### src/rtl/serial_fa_seq_pkg.sv
// Shared constants for the bit-serial adder sequencer.
package serial_fa_seq_pkg;

  typedef enum logic [1:0] {
    ST_IDLE = 2'd0,
    ST_RUN  = 2'd1,
    ST_DONE = 2'd2
  } state_t;

  // True when bit position idx falls inside the OR-approximated low part.
  function automatic logic in_approx(input logic mode, input int idx, input int nbits);
    return mode && (idx < nbits);
  endfunction

endpackage

### src/rtl/serial_fa_seq_if.sv
// Operand/result handshake bundle between producer, sequencer and consumer.
interface serial_fa_seq_if #(
  parameter int WIDTH = 8
);
  logic             in_valid;
  logic             in_ready;
  logic [WIDTH-1:0] a;
  logic [WIDTH-1:0] b;
  logic             cin;
  logic             approx_en;
  logic             out_valid;
  logic             out_ready;
  logic [WIDTH-1:0] sum;
  logic             cout;

  modport master (
    output in_valid, a, b, cin, approx_en, out_ready,
    input  in_ready, out_valid, sum, cout
  );

  modport slave (
    input  in_valid, a, b, cin, approx_en, out_ready,
    output in_ready, out_valid, sum, cout
  );
endinterface

### src/rtl/serial_fa_seq_fa.sv
// 1-bit full adder, purely combinational.
// Latency: 0 cycles. Backpressure: none.
module fa (
  input  logic a,
  input  logic b,
  input  logic c,
  output logic sum,
  output logic carry
);
  assign sum   = a ^ b ^ c;
  assign carry = (a & b) | (c & (a ^ b));
endmodule

### src/rtl/serial_fa_seq.sv
// Bit-serial WIDTH-bit adder, LSB first, optional lower-part-OR approximation.
// Latency: out_valid rises WIDTH edges after accept; II = WIDTH+2.
// Backpressure: result held in DONE until out_ready; in_ready only in IDLE.
module serial_fa_seq
  import serial_fa_seq_pkg::*;
#(
  parameter int WIDTH       = 8,
  parameter int APPROX_BITS = 4
) (
  input  logic           clk,
  input  logic           rst,
  serial_fa_seq_if.slave bus
);

  localparam int CW = $clog2(WIDTH);

  if (WIDTH < 2 || APPROX_BITS < 0 || APPROX_BITS > WIDTH) begin : g_param_err
    $error("serial_fa_seq: need WIDTH >= 2 and 0 <= APPROX_BITS <= WIDTH");
  end

  state_t           state;
  state_t           state_nxt;
  logic [WIDTH-1:0] a_sh;
  logic [WIDTH-1:0] b_sh;
  logic [WIDTH-2:0] sum_sh;
  logic [WIDTH-1:0] sum_nxt;
  logic [WIDTH-1:0] sum_q;
  logic             cout_q;
  logic             carry;
  logic             mode;
  logic [CW-1:0]    bitcnt;
  logic [31:0]      bit_idx;

  logic accept;
  logic last_bit;
  logic approx_bit;
  logic approx_last;
  logic s_fa;
  logic c_fa;
  logic s_bit;
  logic c_bit;

  assign accept      = (state == ST_IDLE) && bus.in_valid;
  assign last_bit    = (bitcnt == CW'(WIDTH - 1));
  assign bit_idx     = 32'(bitcnt);
  assign approx_bit  = in_approx(mode, bit_idx, APPROX_BITS);
  assign approx_last = (bit_idx == 32'(APPROX_BITS - 1));

  fa u_fa (
    .a     (a_sh[0]),
    .b     (b_sh[0]),
    .c     (carry),
    .sum   (s_fa),
    .carry (c_fa)
  );

  // Low part: OR for the sum, carry only leaves from the top approximated bit.
  always_comb begin
    s_bit = s_fa;
    c_bit = c_fa;
    if (approx_bit) begin
      s_bit = a_sh[0] | b_sh[0];
      c_bit = approx_last ? (a_sh[0] & b_sh[0]) : 1'b0;
    end
  end

  // New bit enters at the MSB side; sum_nxt is the full result on the last bit.
  assign sum_nxt = {s_bit, sum_sh};

  always_ff @(posedge clk or posedge rst) begin
    if (rst) begin
      state <= ST_IDLE;
    end else begin
      state <= state_nxt;
    end
  end

  always_comb begin
    state_nxt = ST_IDLE;
    case (state)
      ST_IDLE: state_nxt = bus.in_valid ? ST_RUN : ST_IDLE;
      ST_RUN:  state_nxt = last_bit ? ST_DONE : ST_RUN;
      ST_DONE: state_nxt = bus.out_ready ? ST_IDLE : ST_DONE;
      default: state_nxt = ST_IDLE;
    endcase
  end

  always_comb begin
    bus.in_ready  = 1'b0;
    bus.out_valid = 1'b0;
    case (state)
      ST_IDLE: bus.in_ready  = 1'b1;
      ST_DONE: bus.out_valid = 1'b1;
      default: ;
    endcase
  end

  // sum_q/cout_q only change on the last bit so the previous result stays visible.
  always_ff @(posedge clk or posedge rst) begin
    if (rst) begin
      a_sh   <= '0;
      b_sh   <= '0;
      sum_sh <= '0;
      sum_q  <= '0;
      cout_q <= 1'b0;
      carry  <= 1'b0;
      mode   <= 1'b0;
      bitcnt <= '0;
    end else if (accept) begin
      a_sh   <= bus.a;
      b_sh   <= bus.b;
      mode   <= bus.approx_en;
      carry  <= (bus.approx_en && APPROX_BITS > 0) ? 1'b0 : bus.cin;
      bitcnt <= '0;
      sum_sh <= '0;
    end else if (state == ST_RUN) begin
      a_sh   <= a_sh >> 1;
      b_sh   <= b_sh >> 1;
      sum_sh <= sum_nxt[WIDTH-1:1];
      carry  <= c_bit;
      if (last_bit) begin
        sum_q  <= sum_nxt;
        cout_q <= c_bit;
      end else begin
        bitcnt <= bitcnt + CW'(1);
      end
    end
  end

  assign bus.sum  = sum_q;
  assign bus.cout = cout_q;

endmodule

### src/flat_wrapper.sv
// flat-port wrapper written by rule: the top's interface ports become plain ports
module serial_fa_seq_flat import serial_fa_seq_pkg::*;
#(
  parameter int WIDTH       = 8,
  parameter int APPROX_BITS = 4
)
  (clk, rst, bus_in_valid, bus_a, bus_b, bus_cin, bus_approx_en, bus_out_ready, bus_in_ready, bus_out_valid, bus_sum, bus_cout);
  serial_fa_seq_if #(.WIDTH(WIDTH)) bus_i ();
  input  logic clk;
  input  logic rst;
  input wire logic [$bits(bus_i.in_valid)-1:0] bus_in_valid;
  input wire logic [$bits(bus_i.a)-1:0] bus_a;
  input wire logic [$bits(bus_i.b)-1:0] bus_b;
  input wire logic [$bits(bus_i.cin)-1:0] bus_cin;
  input wire logic [$bits(bus_i.approx_en)-1:0] bus_approx_en;
  input wire logic [$bits(bus_i.out_ready)-1:0] bus_out_ready;
  output wire logic [$bits(bus_i.in_ready)-1:0] bus_in_ready;
  output wire logic [$bits(bus_i.out_valid)-1:0] bus_out_valid;
  output wire logic [$bits(bus_i.sum)-1:0] bus_sum;
  output wire logic [$bits(bus_i.cout)-1:0] bus_cout;
  assign bus_i.in_valid = bus_in_valid;
  assign bus_i.a = bus_a;
  assign bus_i.b = bus_b;
  assign bus_i.cin = bus_cin;
  assign bus_i.approx_en = bus_approx_en;
  assign bus_i.out_ready = bus_out_ready;
  assign bus_in_ready = bus_i.in_ready;
  assign bus_out_valid = bus_i.out_valid;
  assign bus_sum = bus_i.sum;
  assign bus_cout = bus_i.cout;
  serial_fa_seq #(.WIDTH(WIDTH), .APPROX_BITS(APPROX_BITS)) u_core (.clk(clk), .rst(rst), .bus(bus_i));
endmodule
### config.mk
export PLATFORM = sky130hd
export DESIGN_NAME = serial_fa_seq_flat
export DESIGN_NICKNAME = d
export VERILOG_FILES = /design/src/rtl/serial_fa_seq_pkg.sv /design/src/rtl/serial_fa_seq_if.sv /design/src/rtl/serial_fa_seq_fa.sv /design/src/rtl/serial_fa_seq.sv /design/src/flat_wrapper.sv
export SDC_FILE = /design/constraint.sdc
export NUM_CORES = 1
export LEC_CHECK = 0
export ABC_AREA = 1
export BUFFER_PORTS_ARGS = -buffer_cell sky130_fd_sc_hd__buf_2
export CAP_MARGIN = 10
export CORE_MARGIN = 2
export CORE_UTILIZATION = 54
export DETAILED_ROUTE_END_ITERATION = 8
export GPL_ROUTABILITY_DRIVEN = 0
export PLACE_DENSITY = 0.87
export REMOVE_ABC_BUFFERS = 1
export SYNTH_ARGS = -nofsm -noshare
export SYNTH_HDL_FRONTEND = slang
export SYNTH_SLANG_ARGS = --single-unit
### constraint.sdc
create_clock -name clk -period 1.6 [get_ports clk]
set_clock_uncertainty 0.2 [all_clocks]
set_input_delay 0.48 -clock clk [delete_from_list [all_inputs] [get_ports clk]]
set_output_delay 0.48 -clock clk [all_outputs]
set_load 0.005 [all_outputs]
==> flow_summary.toml, run 1 <==
[sta]
final_period_minus_worst_setup_slack_ns = 1.684
slew_viol_final = 0
fmax_ghz = 0.5938
timing.final.setup_violations = 2
final.setup.worst_slack_ns = -0.08402
post-route-period-util_pct = 105.3
final-hold-violation-count = 0
worst_slew_margin_rel_pct = 82.46
rsz0062_at_grt = "yes"
setup_total_negative_slack_ns = -0.1636
tightest_slew_ns = 0.2627
fin_worst_hold_slack_ns = 0.1118

[power_and_ir_drop]
ir_drop_v = 0.0009100
power_per_cell_area_mw_per_mm2 = 1781
p_leak_nw = 1.129

[synthesis]
synth-main-ff-cell = "dfrtp_1"
synthMostInstantiatedCell = "nand2_1"
synth-edff-count = 0
yosys-top-cells-count = "75 x nand2_1, 39 x dfrtp_1, 22 x inv_1"
synth_top_cells_by_area = "dfrtp_1 57%, nand2_1 16%, inv_1 4.8%"
synth.largest_area_cell = "dfrtp_1"
synth_area_per_cell_um2 = 8.894
yosysSeqAreaShare_pct = 56.56
synth_seq_cells = 39
synth_cell_type_count = 21
synthArstFlopShare_pct = 100.0
synthDominantCellAreaShare_pct = 56.56
synth.yosys.warnings = 0
syn_inst = 194
syn-cell-area_mm2 = 0.001725

[critical_path]
critical_path.max_stage_delay_ns = 0.44
crit_path_category = "reg2out"
cp.required_ns = 0.92
crit_path_start_kind = "flip-flop"
worstSetupEndpointType = "output port"
cpMaxStageDelayCell = "dfrtp_1"
worstPathCellList = "inv_2 > nor2_2 > buf_2"
critPathArrivalTime_ns = 1.00
worstPathMaxFanout = 2

[drt]
initialDrtViolationCount = 59
drc = 0
final_antenna_net_count = 0
route.vias.total = 1360
finalWirelength_um = 2942
post_drt_via_cell_ratio = 4.840
first_drt_pass_iteration_count = 4
average_wire_per_standard_cell_um = 10.47

[clocking]
cts_inserted_buffers = 5
clockRootBuffer = "clkbuf_4"
cts_tree = "done"
tritoncts_num_sinks = 39
worstSkewPairLatency_ns = 0.34
htreeDepth = 2
clock_slew_at_reported_path_ffs_ns = 0.11
ctsLongestPathBuffers = 2

[global_routing]
grt.overflow.total = 0
grt_max_degree = 40
grt_antenna_before_repair = 0
grt_first_pass_wirelength_um = 4940
grt_pass1_vias = 1221
global_route.usage.total_pct = 18.60

[floorplanning]
die_height_um = 60.53
die_area_mm2 = 0.003663
dieWidth_um = 60.53
num_rows = 20
floorplan.initialDensity_pct = 56.52
coreArea_mm2 = 0.003053
floorplan.io_pins = 33

[status]
outcome = "finished, violations left"
failing_checks = "setup timing"

[finish]
layout.core_utilization_pct = 68.81
final_layout_size_suffix_gt1_share_pct = 24.05
regArea_um2 = 977.2
fillCellCount = 265
antenna_cells_inserted = 0
multiInputGateArea_um2 = 640.6
design.final.nets = 265
synthToLayoutAreaGrowth_pct = 21.75

[placement]
place.detailed.hpwl_um = 2120
io_buffer_count = 32

[job]
drv.max_cap_violation_count = 0

[min_path]
hp-class = "in2reg"
metrics by stage:
step	total power, mW	std cells	instance area, µm²	setup WS [ns]
finish	3.742	281	2101	-0.08402
global route	4.077	281	2101	-0.1574
CTS	3.775	281	2090	-0.1101
detailed placement	2.911	269	1947	0.003970
global placement	2.845	269	1947	0.05819
floorplan	2.496	190	1697	0.03070
path summary, 6_finish.rpt:
check,depth (start not counted),from,slack [ns],to
setup / recovery,3,u_core.state[1]$_DFF_PP0_,-0.08,bus_out_valid
hold / removal,2,bus_out_ready,0.11,u_core.state[1]$_DFF_PP0_
setup reg to reg,5,u_core.a_sh[0]$_DFFE_PP0P_,0.08,u_core.bus.sum[7]$_DFFE_PP0P_
hold reg to reg,2,u_core.bus.cout$_DFFE_PP0P_,0.29,u_core.bus.cout$_DFFE_PP0P_
max in group asynchronous,4,rst,0.49,u_core.b_sh[3]$_DFFE_PP0P_
min in group asynchronous,4,rst,0.51,u_core.bus.sum[0]$_DFFE_PP0P_
cell families after synthesis:
logic type / Yosys count / synth area share (%)
buf+inv: 29 / 7.107
compound gates: 22 / 7.470
simple gates: 97 / 23.35
fa+ha+maj: 7 / 5.511
flops: 39 / 56.56
what timing repair did:
action                                  4_1_cts  5_1_grt
pin swaps                                     1        0
endpoints found under the hold margin        39        0
buffers inserted                              3        0
gates cloned                                  0        0
endpoints found under the setup margin        6        7
resized for setup                             4        4
hold buffers                                  1        0
sequential cells by signal, indices dropped and copies added (netlist names):
name             count
u_core.bus.sum       8
u_core.carry         1
u_core.sum_sh        7
u_core.bitcnt        3
u_core.mode          1
u_core.bus.cout      1
u_core.state         2
u_core.b_sh          8
u_core.a_sh          8
report_power, final:
part	total, mW	switching, mW	internal, mW
sequential	1.61	0.226	1.39
combinational	1.34	0.786	0.552
clock	0.792	0.304	0.488
placed cells by master (no fill, tap or decap):
cell           Yosys  final
nand3_1           15     15
inv_1             22     21
nand2_4            1      1
nand2_1           75     75
ha_1               6      6
clkbuf_4           0      5
nand4_1            1      1
dfrtp_1           39     38
o21ai_0            4      4
o21ai_1            8      7
dfrtp_2            0      1
dlygate4sd3_1      0      1
buf_2              2     32
buf_4              1      5
o211ai_1           2      2
bufinv_16          0      2
inv_6              0      1
o31ai_1            1      1
o22ai_1            6      6
inv_2              3      3
buf_12             0      1
clkbuf_1           0      1
nor2_2             1      2
nor2_4             1      2
o21ai_2            1      2
nor2_1             3      1
fa_1               1      1
per-layer routing:
layer / vias up / track usage [%] / wire length (µm)
met5: - / 0 / 0
met4: 0 / 9.627 / 85
met3: 9 / 5.117 / 136
met2: 32 / 31.52 / 1367
met1: 626 / 21.68 / 1353
li1: 693 / - / -
cell type report:
cell class / count / share of cell area [%]
sequential: 39 / 46.52
multi-input combinational: 126 / 30.49
timing repair buffer: 39 / 10.84
inverter: 25 / 4.705
clock inverter: 2 / 2.859
tap: 44 / 2.621
clock buffer: 6 / 1.965
critical path, delay by kind of cell (launching register included):
family                 cells  cell delay, ns
DFF                        1            0.44
buffers and inverters      2            0.20
and+or+nand+nor            1            0.03
(Power assumes the default switching activity.)
==> inputs of run 2 (changes only) <==
--- a/config.mk
+++ b/config.mk
@@ -8,11 +8,13 @@
 export ABC_AREA = 1
 export BUFFER_PORTS_ARGS = -buffer_cell sky130_fd_sc_hd__buf_2
 export CAP_MARGIN = 10
+export CELL_PAD_IN_SITES_DETAIL_PLACEMENT = 1
+export CELL_PAD_IN_SITES_GLOBAL_PLACEMENT = 2
 export CORE_MARGIN = 2
-export CORE_UTILIZATION = 54
+export CORE_UTILIZATION = 32
 export DETAILED_ROUTE_END_ITERATION = 8
 export GPL_ROUTABILITY_DRIVEN = 0
-export PLACE_DENSITY = 0.87
+export PLACE_DENSITY = 0.86
 export REMOVE_ABC_BUFFERS = 1
 export SYNTH_ARGS = -nofsm -noshare
 export SYNTH_HDL_FRONTEND = slang
==> flow_summary.toml, run 2 (synthesized netlist as in run 1, its figures left out) <==
[sta]
setup_total_negative_slack_ns = -0.03249
fmax_ghz = 0.6187
worst_slew_margin_rel_pct = 85.87
slew_viol_final = 0
final_period_minus_worst_setup_slack_ns = 1.616
fin_worst_hold_slack_ns = 0.03058
rsz0062_at_grt = "yes"
final.setup.worst_slack_ns = -0.01632
tightest_slew_ns = 0.2102
timing.final.setup_violations = 2
final-hold-violation-count = 0
post-route-period-util_pct = 101.0

[power_and_ir_drop]
power.net_switching_mw = 1.396
share_clk_of_total_power_pct = 19.2
power_mw = 3.756
p_int_mw = 2.360
combPwrFrac_pct = 37.9
ir_drop_v = 0.0006169
p_leak_nw = 1.135
power_per_cell_area_mw_per_mm2 = 1758
switching_share_pct = 37.16
share_seq_of_total_power_pct = 42.9

[finish]
mostFrequentLayoutCells = "75 x nand2_1, 38 x dfrtp_1, 32 x buf_2"
final_layout_size_suffix_gt1_share_pct = 23.95
antenna_cells_inserted = 0
final_common_cell = "nand2_1"
synthToLayoutAreaGrowth_pct = 23.86
finalInstanceArea_mm2 = 0.002137
fillCellCount = 631
design.final.nets = 266

[placement]
place_area_mm2 = 0.001987
place.detailed.hpwl_um = 2525
io_buffer_count = 32
placement.setup.worst_slack_ns = 0.002837

[clocking]
tritoncts_num_sinks = 39
htreeDepth = 2
clockRootBuffer = "clkbuf_8"
clock_slew_at_reported_path_ffs_ns = 0.07
cts_inserted_buffers = 5
worstSkewPairLatency_ns = 0.29
ctsLongestPathBuffers = 2
cts_tree = "done"

[job]
drv.max_cap_violation_count = 0

[drt]
average_wire_per_standard_cell_um = 11.74
route.vias.total = 1358
m1WireLength_um = 1734
initialDrtViolationCount = 33
drc = 0
wl_met2_um = 1664
post_drt_via_cell_ratio = 4.409
finalWirelength_um = 3616
final_antenna_net_count = 0
first_drt_pass_iteration_count = 4
routed.top_layer = "met4"
met3_length_um = 179

[floorplanning]
floorplan.io_pins = 33
coreArea_mm2 = 0.005140
die_area_mm2 = 0.005995
num_rows = 26
dieWidth_um = 77.43
floorplan.initialDensity_pct = 33.57
die_height_um = 77.43

[global_routing]
global_route.usage.total_pct = 13.65
grt_max_degree = 40
grt.overflow.total = 0
grt_first_pass_wirelength_um = 6486
grt_antenna_before_repair = 0
grt_pass1_vias = 1442

[status]
failing_checks = "setup timing"
outcome = "finished, violations left"

[critical_path]
worstRegToRegCells = 5
cpMaxStageDelayCell = "dfrtp_1"
reg2reg_from = "u_core.b_sh[0]$_DFFE_PP0P_"
crit_path_start_kind = "flip-flop"
worstSetupEndpointType = "output port"
crit-reg2reg-capture = "u_core.bus.sum[7]$_DFFE_PP0P_"
crit_path_category = "reg2out"
cp.required_ns = 0.92
critPathArrivalTime_ns = 0.94
r2r_setup_slack_ns = 0.10
critical_path.startpoint = "u_core.state[1]$_DFF_PP0_"
critical_path.max_stage_delay_ns = 0.42
worstPathMaxFanout = 2
worstPathCellList = "nor2_4 > buf_2"

[min_path]
hp-class = "in2async"
-- run 2: cell types whose count changed in the layout (fill, tap and decap cells not counted) --
cell           change
nor2_1             +2
buf_4              +2
clkbuf_4           -5
inv_2              -2
inv_4              +2
nor2_2             -2
dlygate4sd3_1      -1
clkbuf_8           +7
bufinv_16          -2
-- run 2: stage by stage --
step | instances | util, %
floorplan | 190 | -
global placement | 296 | 38.66
detailed placement | 296 | 38.66
CTS | 308 | 41.36
global route | 308 | 41.58
finish | 308 | 41.58
-- run 2: power by group through the flow --
stage               Sequential [mW]  Combinational [mW]  Clock, mW
floorplan                      1.60               0.893          0
global placement               1.62                1.31          0
detailed placement             1.64                1.34          0
CTS                            1.62                1.43      0.750
global route                   1.66                1.66      0.802
finish                         1.61                1.42      0.721
-- run 2: repair_timing --
action | 4_1_cts | 5_1_grt
buffers inserted | 4 | 0
gates cloned | 0 | 0
hold buffers | 0 | 0
pin swaps | 1 | 1
setup endpoints to repair | 3 | 13
gates resized for setup | 4 | 6
-- run 2: worst max-delay path: cells and delay by family, from the launching register on --
family                 cells  cell delay, ns
buffers and inverters      1            0.11
and+or+nand+nor            1            0.12
DFF                        1            0.42
-- run 2: worst max-delay path by stage --
stage | endpoint | slack [ns] | depth (start not counted)
after floorplan | u_core.a_sh[0]$_DFFE_PP0P_ | 0.03 | 1
final | bus_in_ready | -0.02 | 2
after detailed placement | u_core.state[1]$_DFF_PP0_ | 0.003 | 6
after global routing | bus_in_ready | -0.06 | 2
after CTS | bus_out_valid | -0.05 | 2
after global placement | u_core.state[1]$_DFF_PP0_ | 0.05 | 6
-- run 2: area by class of cell --
type	count	area [µm²]	share of cell area, %
clock buffer	8	100.1	4.684
inverter	25	103.9	4.860
multi-input combinational	126	635.6	29.74
sequential	39	977.2	45.73
tap	70	87.58	4.098
timing repair buffer	40	232.7	10.89
-- run 2: layer usage --
| metal | GRT usage (%) | vias to the layer above |
|---|---|---|
| met2 | 21.65 | 30 |
| met1 | 17.87 | 630 |
| li1 | - | 693 |
| met3 | 4.767 | 5 |
| met4 | 3.393 | 0 |
| met5 | 0 | - |
==> inputs of run 3 (changes only) <==
--- a/config.mk
+++ b/config.mk
@@ -6,7 +6,7 @@
 export NUM_CORES = 1
 export LEC_CHECK = 0
 export ABC_AREA = 1
-export BUFFER_PORTS_ARGS = -buffer_cell sky130_fd_sc_hd__buf_2
+export BUFFER_PORTS_ARGS = -buffer_cell sky130_fd_sc_hd__buf_4
 export CAP_MARGIN = 10
 export CELL_PAD_IN_SITES_DETAIL_PLACEMENT = 1
 export CELL_PAD_IN_SITES_GLOBAL_PLACEMENT = 2
==> flow_summary.toml, run 3 (synthesized netlist as in run 1, its figures left out) <==
[floorplanning]
die_height_um = 77.43
num_rows = 26
floorplan.io_pins = 33
dieWidth_um = 77.43
floorplan.initialDensity_pct = 33.57
coreArea_mm2 = 0.005140
die_area_mm2 = 0.005995

[power_and_ir_drop]
share_clk_of_total_power_pct = 20.7
p_leak_nw = 1.150
combPwrFrac_pct = 38.2
ir_drop_v = 0.0005050
power.net_switching_mw = 1.448
switching_share_pct = 36.79
power_per_cell_area_mw_per_mm2 = 1771
p_int_mw = 2.488
share_seq_of_total_power_pct = 41.1

[drt]
initialDrtViolationCount = 34
final_antenna_net_count = 0
finalWirelength_um = 3782
average_wire_per_standard_cell_um = 12.36
post_drt_via_cell_ratio = 4.451
first_drt_pass_iteration_count = 4
route.vias.total = 1362
drc = 0

[sta]
tightest_slew_ns = 0.2787
setup_total_negative_slack_ns = -0.06533
fin_worst_hold_slack_ns = 0.03310
worst_slew_margin_rel_pct = 81.39
final.setup.worst_slack_ns = -0.03874
fmax_ghz = 0.6102
post-route-period-util_pct = 102.4
final-hold-violation-count = 0
timing.final.setup_violations = 2
slew_viol_final = 0
final_period_minus_worst_setup_slack_ns = 1.639
rsz0062_at_grt = "yes"

[global_routing]
grt_antenna_before_repair = 0
global_route.usage.total_pct = 13.88
grt_pass1_vias = 1384
grt_max_degree = 40
grt_first_pass_wirelength_um = 6499
grt.overflow.total = 0

[clocking]
worstSkewPairLatency_ns = 0.30
clockRootBuffer = "clkbuf_8"
clock_slew_at_reported_path_ffs_ns = 0.08
holdBufCountCts = 0
tritoncts_num_sinks = 39
htreeDepth = 2
ctsLongestPathBuffers = 2
cts_tree = "done"
cts_inserted_buffers = 5

[placement]
io_buffer_count = 32
placement.setup.worst_slack_ns = 0.002608
place.detailed.hpwl_um = 2671

[job]
drv.max_cap_violation_count = 0

[critical_path]
worstSetupEndpointType = "output port"
cp.required_ns = 0.92
critPathArrivalTime_ns = 0.96
crit_path_category = "reg2out"
crit_path_start_kind = "flip-flop"
critical-path-top-delay-family = "flip-flops"
cpMaxStageDelayCell = "dfrtp_1"
worstPathMaxFanout = 2
worstPathCellList = "nor2_4 > buf_6"
cp_num_buf_inv = 1
r2r_setup_slack_ns = 0.10
critical_path.max_stage_delay_ns = 0.42

[status]
failing_checks = "setup timing"
outcome = "finished, violations left"

[finish]
final_layout_size_suffix_gt1_share_pct = 24.58
mostFrequentLayoutCells = "75 x nand2_1, 38 x dfrtp_1, 37 x buf_4"
antenna_cells_inserted = 0
design.final.nets = 265
synthToLayoutAreaGrowth_pct = 28.79
final_common_cell = "nand2_1"

[min_path]
hp-class = "in2async"
-- run 3: cell types whose count changed in the layout (fill, tap and decap cells not counted), moves of 2 or more --
cell      change
clkbuf_8      -2
buf_2        -32
nor2_1        -2
nor2_2        +2
buf_4        +30
-- run 3: power groups by stage --
stage | combinational, mW | clock [mW] | sequential [mW]
after floorplan | 0.893 | 0 | 1.60
after global placement | 1.38 | 0 | 1.63
after detailed placement | 1.43 | 0 | 1.65
after CTS | 1.51 | 0.843 | 1.62
after global routing | 1.73 | 0.884 | 1.67
final | 1.50 | 0.816 | 1.62
-- run 3: stage by stage --
| step | area, µm² | util [%] | total power [mW] | cells |
|---|---|---|---|---|
| 2_1_floorplan | 1697 | - | 2.496 | 190 |
| 3_3_place_gp | 2067 | 40.21 | 3.003 | 296 |
| 3_5_place_dp | 2067 | 40.21 | 3.077 | 296 |
| 4_1_cts | 2208 | 42.96 | 3.978 | 306 |
| 5_1_grt | 2222 | 43.23 | 4.282 | 306 |
| 6_report | 2222 | 43.23 | 3.936 | 306 |
-- run 3: final cells by class --
| type | count | area (µm²) |
|---|---|---|
| sequential | 39 | 977.2 |
| clock buffer | 5 | 68.82 |
| inverter | 25 | 101.3 |
| multi-input combinational | 126 | 640.6 |
| timing repair buffer | 39 | 309.0 |
| tap | 70 | 87.58 |
| fill | 650 | 2918 |
| clock inverter | 2 | 37.54 |
-- run 3: final timing paths --
check | from | end | cells past startpoint
worst min-delay path | rst | u_core.sum_sh[0]$_DFFE_PP0P_ | 3
worst max register to register | u_core.a_sh[0]$_DFFE_PP0P_ | u_core.bus.sum[7]$_DFFE_PP0P_ | 5
max in group asynchronous | rst | u_core.state[0]$_DFF_PP0_ | 3
min in group clk | bus_out_ready | u_core.state[1]$_DFF_PP0_ | 2
worst min register to register | u_core.a_sh[7]$_DFFE_PP0P_ | u_core.a_sh[7]$_DFFE_PP0P_ | 2
worst max-delay path | u_core.state[1]$_DFF_PP0_ | bus_in_ready | 2
-- run 3: worst reg2reg max path, stage by stage, from the launching register on --
cell	delay, ns
dfrtp_1	0.41
fa_1	0.48
inv_1	0.07
nand2_1	0.07
o211ai_1	0.10
nand2_1	0.07
-- run 3: repair_timing --
action	CTS	global route
resized for setup	5	6
pin swaps	1	2
setup endpoints to repair	9	12
buffers inserted	3	0
-- run 3: layer usage --
layer / track usage [%] / wire length (µm) / vias to the layer above
met1: 18.20 / 1867 / 634
met4: 4.821 / 34 / 0
met5: 0 / 0 / -
met3: 5.116 / 202 / 5
li1: - / - / 692
met2: 21.13 / 1677 / 31
